<file path="src/rtl/btn_debounce.sv">
// Multi-channel button conditioner: 2-flop sync, tick-paced debounce, press/release pulses.
// Define BTN_DEBOUNCE_REPEAT_EN to add auto-repeat press pulses while a button is held.
module btn_debounce #(
    parameter int unsigned N            = 5,
    parameter int unsigned STABLE_CNT   = 4,
    parameter int unsigned REPEAT_DELAY = 32,
    parameter int unsigned REPEAT_RATE  = 8
) (
    input  logic         clk,
    input  logic         rst,
    input  logic         sample_src,
    input  logic [N-1:0] btn_in,
    output logic [N-1:0] btn_level,
    output logic [N-1:0] btn_press,
    output logic [N-1:0] btn_release
);

    localparam int unsigned CNT_W = 4;
    localparam logic [CNT_W-1:0] CNT_LAST = CNT_W'(STABLE_CNT - 1);

    if (STABLE_CNT < 1 || STABLE_CNT > 15 || REPEAT_RATE < 1 ||
        REPEAT_RATE > REPEAT_DELAY || REPEAT_DELAY > 255) begin : g_param_check
        $error("btn_debounce: illegal STABLE_CNT/REPEAT_DELAY/REPEAT_RATE");
    end

    logic [N-1:0]     sync1;
    logic [N-1:0]     btn_s;
    logic             src_d;
    logic             tick_c;
    logic [CNT_W-1:0] cnt      [N];
    logic [CNT_W-1:0] cnt_next [N];
    logic [N-1:0]     level_next;
    logic [N-1:0]     press_next;
    logic [N-1:0]     release_next;

`ifdef BTN_DEBOUNCE_REPEAT_EN
    localparam int unsigned HOLD_W = 8;
    localparam logic [HOLD_W-1:0] HOLD_LAST   = HOLD_W'(REPEAT_DELAY - 1);
    localparam logic [HOLD_W-1:0] HOLD_RELOAD = HOLD_W'(REPEAT_DELAY - REPEAT_RATE);

    logic [HOLD_W-1:0] hold      [N];
    logic [HOLD_W-1:0] hold_next [N];
`endif

    assign tick_c = sample_src & ~src_d;

    // Next-state: debounce counters, levels and edge pulses
    always_comb begin
        level_next   = btn_level;
        press_next   = '0;
        release_next = '0;
        for (int i = 0; i < N; i++) begin
            cnt_next[i] = cnt[i];
            if (tick_c) begin
                if (btn_s[i] != btn_level[i]) begin
                    if (cnt[i] == CNT_LAST) begin
                        level_next[i] = ~btn_level[i];
                        cnt_next[i]   = '0;
                    end else begin
                        cnt_next[i] = cnt[i] + CNT_W'(1);
                    end
                end else begin
                    cnt_next[i] = '0;
                end
            end
        end
        press_next   = level_next & ~btn_level;
        release_next = btn_level & ~level_next;
`ifdef BTN_DEBOUNCE_REPEAT_EN
        // A release tick clears hold and suppresses any repeat in that clk
        for (int i = 0; i < N; i++) begin
            hold_next[i] = hold[i];
            if (!btn_level[i] || !level_next[i]) begin
                hold_next[i] = '0;
            end else if (tick_c) begin
                if (hold[i] == HOLD_LAST) begin
                    press_next[i] = 1'b1;
                    hold_next[i]  = HOLD_RELOAD;
                end else begin
                    hold_next[i] = hold[i] + HOLD_W'(1);
                end
            end
        end
`endif
    end

    // State registers
    always_ff @(posedge clk or posedge rst) begin
        if (rst) begin
            sync1       <= '0;
            btn_s       <= '0;
            src_d       <= 1'b0;
            btn_level   <= '0;
            btn_press   <= '0;
            btn_release <= '0;
            for (int i = 0; i < N; i++) begin
                cnt[i] <= '0;
`ifdef BTN_DEBOUNCE_REPEAT_EN
                hold[i] <= '0;
`endif
            end
        end else begin
            sync1       <= btn_in;
            btn_s       <= sync1;
            src_d       <= sample_src;
            btn_level   <= level_next;
            btn_press   <= press_next;
            btn_release <= release_next;
            for (int i = 0; i < N; i++) begin
                cnt[i] <= cnt_next[i];
`ifdef BTN_DEBOUNCE_REPEAT_EN
                hold[i] <= hold_next[i];
`endif
            end
        end
    end

endmodule
</file>
<file path="config.mk">
export PLATFORM = sky130hd
export DESIGN_NAME = btn_debounce
export DESIGN_NICKNAME = d
export VERILOG_FILES = /design/src/rtl/btn_debounce.sv
export SDC_FILE = /design/constraint.sdc
export NUM_CORES = 1
export LEC_CHECK = 0
export ABC_AREA = 0
export CORE_MARGIN = 2
export CORE_UTILIZATION = 50
export DETAILED_ROUTE_END_ITERATION = 10
export HOLD_SLACK_MARGIN = 0.05
export PLACE_DENSITY = 0.73
export REMOVE_ABC_BUFFERS = 1
export SYNTH_ARGS = -nofsm -noshare
export SYNTH_HDL_FRONTEND = slang
export SYNTH_SLANG_ARGS = --single-unit
</file>
<file path="constraint.sdc">
create_clock -name clk -period 3.45 [get_ports clk]
set_input_delay 0.69 -clock clk [delete_from_list [all_inputs] [get_ports clk]]
set_output_delay 0.69 -clock clk [all_outputs]
set_load 0.1 [all_outputs]
</file>
==> impl_metrics.env <==
export IMPL_outcome="finished, final reports clean"
export IMPL_dieHeight_um=65.76
export IMPL_wl_um=3141
export IMPL_drcViolationCount=0
export IMPL_fin_setup_tns_ns=0
export IMPL_cts_buffers=5
export IMPL_crit_path_start_kind="register"
export IMPL_htree_levels=2
export IMPL_hold_viol=0
export IMPL_maxCapViolations=0
export IMPL_critPathTopFamily="buffers and inverters"
export IMPL_yosysUniqueCellTypes=23
export IMPL_grt_pass1_vias=1248
export IMPL_gr_total_overflow=0
export IMPL_fin_ws_ns=0.9977
export IMPL_cp_slowest_cell="clkdlybuf4s50_1"
export IMPL_min_delay_path_depth=0
export IMPL_cts_root_buf="clkbuf_8"
export IMPL_synth_top_area_cell="dfrtp_1"
export IMPL_worstPathCellList="clkdlybuf4s50_1"
export IMPL_cts_path_max_buffers=2
export IMPL_final_cell_mix="dfrtp_1, clkdlybuf4s50_1, nor3b_1, nand2_1, a32o_1"
export IMPL_final_cell_area_sq_um=2232
export IMPL_place_congestion=0.8113
export IMPL_fin_crit_sh=0.7108
export IMPL_wl_met3_um=137
export IMPL_wl_met2_um=1498
export IMPL_cts_setup_buffers=0
export IMPL_core_sq_um=3661
export IMPL_placed_area_sq_um=2156
export IMPL_crit_type="reg -> out"
export IMPL_cp_arrival_ns=1.76
export IMPL_nFillCells=289
export IMPL_grt_total_usage=0.1727
export IMPL_async_reset_ff_frac=1.000
export IMPL_hp_start="sync1[4]"
export IMPL_syn_area_sq_um=1907
export IMPL_yosysWarnings=0
export IMPL_critPathBufInv=1
export IMPL_hp_class="reg -> reg"
export IMPL_start_util=0.5208
export IMPL_cts_tree="yes"
export IMPL_path_clk_slew_ns=0.08
export IMPL_grt_pass1_wl_um=5520
export IMPL_synth_flop_cell="dfrtp_1"
export IMPL_holdBufCountCts=0
export IMPL_grt_max_degree=47
export IMPL_io_pin_count=23
export IMPL_reg2reg_depth=4
export IMPL_met1Wirelength_um=1431
export IMPL_place_hpwl_um=2157
export IMPL_avgViaCountPerCell=5.590
export IMPL_p_per_area_nw_per_um2=688.7
export IMPL_clkLatencyLatePin_ns=0.29
export IMPL_fp_row_count=22
export IMPL_yosysTopAreaCellShare=0.6037
export IMPL_antenna_left=0
export IMPL_crit_reg2reg_launch="cnt[16]"
export IMPL_fmax_ghz=0.4078
export IMPL_slew_headroom=0.3494
export IMPL_seq_area_frac_synth=0.6037
export IMPL_place_ws_ns=1.239
export IMPL_tightest_slew_ns=0.9729
export IMPL_finalSetupViolCount=0
export IMPL_dr_pass1_iters=4
export IMPL_diodes=0
export IMPL_synth_edff_count=0
export IMPL_crit_path_end_kind="output port"
export IMPL_routed_top_layer="met4"
export IMPL_vias=1269
export IMPL_fin_worst_skew_ns=0.008075
export IMPL_r2r_slack_ns=1.94
export IMPL_worst_path_max_fanout=1
export IMPL_drt_initial_drc_count=61
export IMPL_die_width_um=65.76
export IMPL_fin_nets=192
export IMPL_clock_sinks=46
export IMPL_drv_slew=0
export IMPL_max_stage_delay_ns=1.13
export IMPL_ys_ff_latch=46
export IMPL_synth_area_leaders="dfrtp_1, nor3b_1, a32o_1, ha_1, nand2_1"
export IMPL_syn_to_final_growth_pct=17.06
export IMPL_leakage_nw=1.072
export IMPL_peakVddDrop_mv=0.4616
export IMPL_layout_commonest_cell="dfrtp_1"
export IMPL_die_area_sq_um=4324
export IMPL_min_period_ns=2.452
export IMPL_drive_gt1_frac=0.07263
export IMPL_ctsResizeCount=0
export IMPL_antenna_found_initial=0
export IMPL_r2r_end="btn_level[0]"
export IMPL_required_ns=2.76
export IMPL_avgRoutedWirePerCell_um=13.84
export IMPL_portBuffers=22
export IMPL_synth_cells=154
export IMPL_hold_path_end="btn_s[4]"
export IMPL_rsz0062_at_grt="false"
export IMPL_synth_area_per_cell_sq_um=12.38
state kept, by name, summed over array words and instances (netlist names):
name	cells
btn_level	5
btn_release	5
src_d	1
btn_press	5
btn_s	5
sync1	5
cnt	20
report_power, final:
part / internal, W / total (W) / switching (W)
Combinational: 0.000160 / 0.000517 / 0.000357
Clock: 0.000140 / 0.000302 / 0.000162
Sequential: 0.000622 / 0.000719 / 0.0000969
synthesized netlist by cell type, types with 4 or more instances:
cell,n
xnor2_1,5
o21ai_0,6
nor3b_1,15
and3b_1,5
dfrtp_1,46
a21o_1,5
mux2_1,4
a32o_1,10
nand2_1,15
xor2_1,5
nand3_1,5
and3_1,5
nor4_1,5
ha_1,5
nor2_1,5
o21ai_1,4
metrics by stage:
step	power [W]	std cells	hold slack (ns)	utilization
floorplan	0.001124	149	0.3312	-
global placement	0.001222	220	0.3347	0.5889
detailed placement	0.001250	220	0.3347	0.5889
CTS	0.001552	227	0.3490	0.6097
global route	0.001635	227	0.3629	0.6097
finish	0.001537	227	0.3451	0.6097
routing by layer:
layer	vias to the layer above	GRT usage
met5	-	0
met4	0	0.08594
met3	7	0.05822
met2	30	0.2790
met1	626	0.2053
li1	606	-
how the worst max path moves through the flow:
stage                            start      endpoint  slack [ns]  depth (start not counted)
after global placement      sample_src  btn_level[2]        1.30                          5
after CTS                 btn_press[4]  btn_press[4]        0.98                          1
final                     btn_press[4]  btn_press[4]         1.0                          1
after detailed placement    sample_src        cnt[4]        1.24                          4
after global routing      btn_press[3]  btn_press[3]        0.94                          1
after floorplan             sample_src  btn_level[0]        1.31                          3
cell families (layout without fill, tap and decap cells):
logic type,Yosys count,count (layout),share of synthesized area
and+or+nand+nor,57,57,0.1739
DFF,46,46,0.6037
AOI/OAI and AO/OA,25,25,0.09843
xor gates and xnor gates,10,10,0.04593
buffers and inverters,6,31,0.01574
adders and majority gates,5,5,0.03281
muxes,5,5,0.02953
cell type report:
class                           instances  area [sq um]  share of cell area
Timing Repair Buffer                   23         215.2             0.09641
Multi-Input combinational cell        102         725.7              0.3251
Sequential cell                        46          1151              0.5157
Inverter                                1         3.754            0.001682
Clock buffer                            7         76.32             0.03419
Tap cell                               48         60.06             0.02691
(Power assumes the default switching activity.)
